--- src/rtl/spi_arb_pkg.sv ---
// spi_arb_pkg: shared types and constants for the SPI bus arbiter
package spi_arb_pkg;
    typedef enum logic [1:0] {IDLE, LAUNCH, BUSY, CMPLT} arb_state_t;
    localparam logic [15:0] TMO_RESP = 16'hFFFF;
endpackage

--- src/rtl/rr_arbiter.sv ---
// rr_arbiter: combinational round-robin pick starting just after the last owner
module rr_arbiter #(
    parameter int NUM_REQ = 2,
    parameter int IW = (NUM_REQ > 1) ? $clog2(NUM_REQ) : 1
) (
    input  logic [NUM_REQ-1:0] req,
    input  logic [IW-1:0]      last,
    output logic [NUM_REQ-1:0] gnt,
    output logic [IW-1:0]      idx
);
    logic [IW-1:0] cand;
    always_comb begin
        idx = '0;
        cand = '0;
        // descending scan so the candidate nearest to last+1 is written last and wins
        for (int k = NUM_REQ; k >= 1; k--) begin
            cand = IW'((int'(last) + k) % NUM_REQ);
            if (req[cand]) idx = cand;
        end
        gnt = (|req) ? (NUM_REQ'(1) << idx) : '0;
    end
endmodule

--- src/rtl/spi_bus_arb.sv ---
// spi_bus_arb: shares one SPI_mnrch engine among NUM_REQ requesters with round-robin and watchdog
module spi_bus_arb
    import spi_arb_pkg::*;
#(
    parameter int NUM_REQ = 2,
    parameter int TMO_CYC = 4096
) (
    input  logic                    clk,
    input  logic                    rst,
    input  logic [NUM_REQ-1:0]      req,
    input  logic [NUM_REQ*16-1:0]   req_cmd,
    output logic [NUM_REQ-1:0]      done,
    output logic [NUM_REQ-1:0]      err,
    output logic [15:0]             resp,
    output logic                    snd,
    output logic [15:0]             cmd,
    input  logic                    spi_done,
    input  logic [15:0]             spi_resp,
    input  logic                    mnrch_SS_n,
    output logic [NUM_REQ-1:0]      SS_n
);
    localparam int IW = (NUM_REQ > 1) ? $clog2(NUM_REQ) : 1;
    localparam int WW = $clog2(TMO_CYC);
    localparam logic [WW-1:0] WD_MAX = WW'(TMO_CYC - 1);

    arb_state_t state_q, state_d;
    logic [IW-1:0] owner_q, owner_d, last_q, last_d, gnt_idx;
    logic [NUM_REQ-1:0] gnt, own_oh;
    logic [15:0] cmd_q, cmd_d, resp_q, resp_d;
    logic [WW-1:0] wdog_q, wdog_d;
    logic abort_q, abort_d, snd_q, snd_d, spi_done_q, spi_rise;

    rr_arbiter #(.NUM_REQ(NUM_REQ), .IW(IW)) u_rr (
        .req  (req),
        .last (last_q),
        .gnt  (gnt),
        .idx  (gnt_idx)
    );

    // only a fresh rising edge completes; a level left high from a previous transfer is ignored
    assign spi_rise = spi_done & ~spi_done_q;

    always_comb begin
        state_d = state_q;
        owner_d = owner_q;
        last_d  = last_q;
        cmd_d   = cmd_q;
        resp_d  = resp_q;
        abort_d = abort_q;
        snd_d   = state_q == LAUNCH;
        wdog_d  = (state_q == BUSY && wdog_q != WD_MAX) ? wdog_q + 1'b1 : wdog_q;
        case (state_q)
            IDLE: if (|gnt) begin
                owner_d = gnt_idx;
                cmd_d   = req_cmd[16*gnt_idx +: 16];
                state_d = LAUNCH;
            end
            LAUNCH: begin
                wdog_d  = '0;
                state_d = BUSY;
            end
            BUSY: if (spi_rise) begin
                resp_d  = spi_resp;
                state_d = CMPLT;
            end else if (wdog_q == WD_MAX) begin
                resp_d  = TMO_RESP;
                abort_d = 1'b1;
                state_d = CMPLT;
            end
            default: begin
                last_d  = owner_q;
                abort_d = 1'b0;
                state_d = IDLE;
            end
        endcase
    end

    always_ff @(posedge clk or posedge rst) begin
        if (rst) begin
            state_q    <= IDLE;
            owner_q    <= '0;
            last_q     <= IW'(NUM_REQ - 1);
            cmd_q      <= '0;
            resp_q     <= '0;
            wdog_q     <= '0;
            abort_q    <= 1'b0;
            snd_q      <= 1'b0;
            spi_done_q <= 1'b0;
        end else begin
            state_q    <= state_d;
            owner_q    <= owner_d;
            last_q     <= last_d;
            cmd_q      <= cmd_d;
            resp_q     <= resp_d;
            wdog_q     <= wdog_d;
            abort_q    <= abort_d;
            snd_q      <= snd_d;
            spi_done_q <= spi_done;
        end
    end

    assign own_oh = NUM_REQ'(1) << owner_q;
    assign snd    = snd_q;
    assign cmd    = cmd_q;
    assign resp   = resp_q;
    assign done   = (state_q == CMPLT) ? own_oh : '0;
    assign err    = (state_q == CMPLT && abort_q) ? own_oh : '0;

    for (genvar g = 0; g < NUM_REQ; g++) begin : g_ss
        assign SS_n[g] = (state_q != IDLE && owner_q == IW'(g)) ? mnrch_SS_n : 1'b1;
    end
endmodule

--- config.mk ---
export PLATFORM = sky130hd
export DESIGN_NAME = spi_bus_arb
export DESIGN_NICKNAME = d
export VERILOG_FILES = /design/src/rtl/spi_arb_pkg.sv /design/src/rtl/rr_arbiter.sv /design/src/rtl/spi_bus_arb.sv
export SDC_FILE = /design/constraint.sdc
export NUM_CORES = 1
export LEC_CHECK = 0
export ABC_AREA = 1
export BUFFER_PORTS_ARGS = -buffer_cell sky130_fd_sc_hd__buf_2
export CAP_MARGIN = 25
export CORE_AREA = 2 2 89 91
export DETAILED_ROUTE_END_ITERATION = 12
export DIE_AREA = 0 0 91 93
export PLACE_DENSITY = 0.55
export SYNTH_ARGS = -nofsm -noshare
export SYNTH_HDL_FRONTEND = slang
export SYNTH_HIERARCHICAL = 1
export SYNTH_SLANG_ARGS = --single-unit
--- constraint.sdc ---
create_clock -name clk -period 2.1 [get_ports clk]
set_input_delay 0.63 -clock clk [delete_from_list [all_inputs] [get_ports clk]]
set_output_delay 0.63 -clock clk [all_outputs]
set_load 0.005 [all_outputs]
==> results of run 1 <==
[per-stage QoR]
stage,std cells,total power (uW),instance area (um^2)
after CTS,519,3810,3252
after global routing,520,4114,3262
after floorplan,320,2539,2550
final,520,3768,3262
after global placement,509,3153,3144
after detailed placement,509,3183,3144
[worst max-delay path by stage]
stage / startpoint / end / slack (ns) / cells past startpoint
5_1_grt: state_q[1]$_DFFE_PP0P_ / SS_n[0] / 0.02 / 5
3_3_place_gp: state_q[0]$_DFFE_PP0P_ / SS_n[0] / 0.42 / 5
3_5_place_dp: state_q[0]$_DFFE_PP0P_ / SS_n[0] / 0.36 / 5
2_1_floorplan: rst / abort_q$_DFFE_PP0P_ / 0.24 / 1
4_1_cts: state_q[1]$_DFFE_PP0P_ / SS_n[0] / 0.04 / 5
6_report: state_q[1]$_DFFE_PP0P_ / SS_n[0] / 0.10 / 5
[cells in the final DEF, fill, tap and decap left out, types with 2 or more instances in the layout]
master	Yosys	layout
a21oi_1	19	19
a21oi_2	2	2
a31oi_1	16	16
buf_12	0	2
buf_2	6	92
buf_4	0	5
clkbuf_8	0	5
clkinvlp_4	0	2
dfrtp_1	50	50
ha_1	5	4
inv_1	38	36
inv_2	2	4
nand2_1	85	85
nand2_2	4	4
nand2_4	2	2
nand3_1	16	16
nand4_1	8	8
nor2_1	46	46
nor2_4	2	2
nor3_1	2	2
o21ai_0	2	2
o21ai_1	2	2
xor2_1	3	3
[registers in the layout, summed over array words and instances (netlist names)]
name        cells
state_q         2
spi_done_q      1
resp           16
owner_q         1
last_q          1
cmd            16
snd             1
wdog_q         12
abort_q         1
[power by group through the flow]
stage / logic, uW / registers [uW] / clock network (uW)
floorplan: 916 / 1620 / 0
global placement: 1550 / 1610 / 0
detailed placement: 1570 / 1610 / 0
CTS: 1600 / 1600 / 612
global route: 1820 / 1650 / 645
finish: 1580 / 1590 / 592
[timing repair]
| item | CTS | global route |
|---|---|---|
| gates resized for setup | 0 | 2 |
| setup buffers | 2 | 1 |
| setup endpoints to repair | 1 | 4 |
[routing by layer]
| metal | vias up | routed length (um) | track usage |
|---|---|---|---|
| met1 | 1005 | 2589 | 0.1796 |
| met5 | - | 0 | 0 |
| met3 | 5 | 476 | 0.04593 |
| met2 | 83 | 2807 | 0.2556 |
| li1 | 1206 | - | - |
| met4 | 0 | 71 | 0.04672 |
[final cells by class]
class,count,area [um^2],share of cell area
sequential,51,1277,0.3916
timing repair buffer,99,538.0,0.1649
clock inverter,3,23.77,0.007288
multi-input combinational,219,1071,0.3283
inverter,41,155.1,0.04756
clock buffer,5,68.82,0.02110
tap,102,127.6,0.03913
[cell families (layout without fill, tap and decap cells)]
logic type      Yosys count  count (layout)  synth area share
fa+ha+maj                 5               5           0.02453
flops                    51              51            0.5010
simple gates            169             169            0.2900
buf+inv                  50             148           0.07998
compound gates           42              42           0.09421
xor+xnor                  3               3           0.01031
==> out/results.tsv, run 1 <==
metric	value	unit
Clock Skew	0.001814	ns
Worst Setup End Kind	output port	
final WL	5944	um
TritonRoute pass-1 iters	4	
WP data required	1.47	ns
RSZ-0062 raised after global routing	false	
max-slew violations	0	
Area growth, synth to finish	27.92	%
floorplan row count	32	
combinational share of power	0.420	
first-pass GRT wire length	10160	um
clock buffer count from CTS	5	
PD cells	1155	nW/um^2
Initial Util	0.3388	
Seq pwr share	0.423	
clock share of power	0.157	
clock-pin slew on the worst setup and hold paths	0.10	ns
min Tclk post-route	1.998	ns
CTS tree	built	
FMAX	0.5004	GHz
WL/cell	11.43	um
leakage power	0.001703	uW
setup slack, reg-to-reg	0.45	ns
Sw Share	0.3908	
status	finished clean	
share of cells above drive strength 1	0.3038	
# IOs	93	
crit-path cells	inv_1, ha_1, inv_2, nand3_1, buf_2	
die area	8463	um^2
pre-CTS WS	0.3582	ns
CORE AREA	7527	um^2
worst setup margin	0.1016	ns
final net count	476	
Die Height	93	um
Commonest cells post-synth	nand2_1, dfrtp_1, nor2_1	
vias in the first global route	2267	
chip width	91	um
Synth async-reset ratio	1.000	
HP Class	in2async	
Core Util, Final	0.4333	
Fin Hold WS	0.2680	ns
routability cong.	0.8043	
antenna cell count	0	
maximum VDD drop	0.5699	mV
residual DRC count	0	
R2R cell count	5	
Yosys top cell area share	0.4907	
Hold Vio Cnt, Final	0	
Data arrival, critical path	1.37	ns
worst slew pin tran	0.5902	ns
Top FF cell, synth	dfrtp_1	
Area contributors post-synth	dfrtp_1, nand2_1, nor2_1, inv_1, a31oi_1	
antenna-violating nets left	0	
Worst slew margin	0.6056	
Initial DRC Count	96	
Reg2Reg Launch Point	state_q[0]$_DFFE_PP0P_	
most frequent cell after synthesis	nand2_1	
Avg Cell Area, Syn	7.969	um^2
Yosys reg bits	51	
Yosys warnings	6	
Crit Path Category	reg2out	
# hold bufs at CTS	0	
root buffer cell	clkbuf_8	
vias per cell	4.421	
Synth area leader	dfrtp_1	
largest net degree at the start of global routing	35	
EDFF count, synth	0	
critical path's largest stage delay	0.41	ns
Max Cap Viol	0	
buffers added on ports	92	
Tot GR Track Use	0.1489	
Psw	1472	uW
post-synthesis instance total	320	
register area share after synthesis	0.5010	
Startpoint Class	register	
DP HPWL	4500	um
post-synth design cell area	2550	um^2
Worst R2R End	resp[4]$_DFFE_PP0P_	
Final setup viols	0	
Crit Path Max Fanout	4	
clock insertion delay at the later pin of the skew report	0.31	ns
Overflow after GRT	0	
synthesized net count	379	
Slowest-stage cell, CP	dfrtp_1	
crit share post-route	0.9516	
setup TNS	0	ns
distinct cell type count after synthesis	29	
fillers	818	
initial antenna violation count	0	
via total after detailed routing	2299	
Clock Path Buffers	2	
clock sink count	51	
CTS H-tree lvls	2	
Crit path buffers/inverters	3	
internal power	2295	uW
Worst path top cell family by delay	flip-flops	
Note: power is estimated with default switching activity, not from simulation.
==> run 2, diff against run 1 <==
--- a/config.mk
+++ b/config.mk
@@ -6,12 +6,14 @@
 export NUM_CORES = 1
 export LEC_CHECK = 0
 export ABC_AREA = 1
-export BUFFER_PORTS_ARGS = -buffer_cell sky130_fd_sc_hd__buf_2
+export BUFFER_PORTS_ARGS = -buffer_cell sky130_fd_sc_hd__buf_4
 export CAP_MARGIN = 25
-export CORE_AREA = 2 2 89 91
+export CELL_PAD_IN_SITES_DETAIL_PLACEMENT = 1
+export CELL_PAD_IN_SITES_GLOBAL_PLACEMENT = 1
+export CORE_AREA = 2 2 64 126
 export DETAILED_ROUTE_END_ITERATION = 12
-export DIE_AREA = 0 0 91 93
-export PLACE_DENSITY = 0.55
+export DIE_AREA = 0 0 66 128
+export PLACE_DENSITY = 0.74
 export SYNTH_ARGS = -nofsm -noshare
 export SYNTH_HDL_FRONTEND = slang
 export SYNTH_HIERARCHICAL = 1
==> run 2 against run 1 <==
  * Critical path depth decreased by 1
  * Total power up 16%
  * Die area down 0.18%
  * Clock skew rose by 0.0017 ns
  * Final area is 8.0% higher
  * Combinational power up 15%
  * Setup slack gained 0.020 ns
  * Critical path type unchanged
  * Largest cell class unchanged
  * Clock power grew 57%
  * Utilization rose by 3.3 points
==> out/results.tsv, run 2 (synthesized netlist as in run 1, its figures left out) <==
metric	value	unit	change
share of cells above drive strength 1	0.2954		-0.008428
FMAX	0.5054	GHz	+1.0%
Core Util, Final	0.4668		+0.03349
floorplan row count	45		+41%
initial antenna violation count	0		unchanged
Setup Buffers After CTS	0		-2
residual DRC count	0		unchanged
most common cell after layout, fill and taps aside	buf_4		
Final setup viols	0		unchanged
status	finished clean		
WL/cell	14.45	um	+26%
met2 WL	4381	um	+56%
setup TNS	0	ns	unchanged
Overflow after GRT	0		unchanged
# hold bufs at CTS	0		unchanged
clock insertion delay at the later pin of the skew report	0.29	ns	-0.02 ns
# IOs	93		unchanged
placed instance count	500		-1.8%
crit share post-route	0.9422		-0.009389
final WL	7325	um	+23%
vias in the first global route	2738		+21%
Crit Path Max Fanout	4		unchanged
setup slack, reg-to-reg	0.37	ns	-0.08 ns
Crit path buffers/inverters	2		-1
Worst R2R End	abort_q$_DFFE_PP0P_		
critical path's largest stage delay	0.41	ns	about the same
commonest cells after routing, fill and taps aside	buf_4, nand2_1, dfrtp_1, nor2_1, inv_1		
Startpoint Class	register		
PD cells	1240	nW/um^2	+7.3%
Die Height	128	um	+38%
Clock Skew	0.003530	ns	+0.001716 ns
TritonRoute pass-1 iters	4		unchanged
Worst path top cell family by delay	flip-flops		
Hold Vio Cnt, Final	0		unchanged
via total after detailed routing	2477		+7.7%
Initial DRC Count	75		-22%
antenna-violating nets left	0		unchanged
max-slew violations	0		unchanged
Data arrival, critical path	1.35	ns	-0.02 ns
Worst slew margin	0.5788		-0.02681
Clock Path Buffers	2		unchanged
PostCTS Resize Cnt	0		unchanged
first-pass GRT wire length	12370	um	+22%
crit-path cells	ha_1, inv_1, nor3_1, buf_4		
CORE AREA	7545	um^2	+0.23%
R2R cell count	5		unchanged
worst slew pin tran	0.6303	ns	+0.04012 ns
Reg2Reg Launch Point	state_q[0]$_DFFE_PP0P_		
chip width	66	um	-27%
Crit Path Category	reg2out		
clock-pin slew on the worst setup and hold paths	0.07	ns	-0.03 ns
WP data required	1.47	ns	about the same
Max Used Layer	met4		
M1 wire length	2415	um	-6.7%
Max Cap Viol	0		unchanged
RSZ-0062 raised after global routing	false		
Slowest-stage cell, CP	dfrtp_1		
metal3 WL	334	um	-30%
CTS H-tree lvls	2		unchanged
CTS tree	built		
Tot GR Track Use	0.1915		+0.04255
Initial Util	0.3380		-0.0007865
HP Class	in2async		
largest net degree at the start of global routing	35		unchanged
Worst Setup End Kind	output port		
Area growth, synth to finish	38.13	%	
root buffer cell	clkbuf_16		
Setup crit start	state_q[0]$_DFFE_PP0P_		
buffers added on ports	92		unchanged
min Tclk post-route	1.979	ns	-0.01972 ns
leakage power	0.001804	uW	+6.0%
clock sink count	51		unchanged
die area	8448	um^2	-0.18%
vias per cell	4.886		+11%
DP HPWL	5775	um	+28%
final net count	472		-0.84%
clock buffer count from CTS	5		unchanged
Non-Filler Instances	507		-2.5%
antenna cell count	0		unchanged
routability cong.	0.8596		+6.9%
maximum VDD drop	0.7256	mV	+27%
## run 2: metrics by stage
step | cell area (um^2) | hold slack, ns | setup WS [ns] | power (uW)
floorplan | 2550 | 0.4419 | 0.2421 | 2539
global placement | 3357 | 0.4657 | 0.3730 | 3410
detailed placement | 3357 | 0.4930 | 0.3404 | 3486
CTS | 3520 | 0.3638 | 0.03386 | 4444
global route | 3522 | 0.3822 | 0.001943 | 4711
finish | 3522 | 0.3485 | 0.1213 | 4366
## run 2: cell type report
cell class | instances | area, um^2
sequential | 51 | 1277
tap | 94 | 117.6
clock buffer | 5 | 125.1
multi-input combinational | 219 | 1071
inverter | 41 | 155.1
timing repair buffer | 95 | 738.2
fill | 953 | 4023
clock inverter | 2 | 37.54
## run 2: layer usage
metal / up-vias / track usage
met4: 0 / 0.08764
li1: 1198 / -
met2: 73 / 0.3785
met3: 12 / 0.03951
met5: - / 0
met1: 1194 / 0.1768
## run 2: power by group
group	switching (uW)	leakage, uW	total, uW	internal [uW]
Clock	373	0.0000759	930	556
Combinational	953	0.00113	1810	858
Sequential	255	0.000601	1630	1370
Total	1580	0.00180	4370	2780
## run 2: worst max-delay path by stage
| stage | depth (start not counted) | slack, ns | to |
|---|---|---|---|
| 3_5_place_dp | 6 | 0.34 | abort_q$_DFFE_PP0P_ |
| 2_1_floorplan | 1 | 0.24 | abort_q$_DFFE_PP0P_ |
| 3_3_place_gp | 6 | 0.37 | abort_q$_DFFE_PP0P_ |
| 6_report | 4 | 0.12 | err[0] |
| 4_1_cts | 5 | 0.03 | SS_n[0] |
| 5_1_grt | 4 | 0.002 | err[0] |
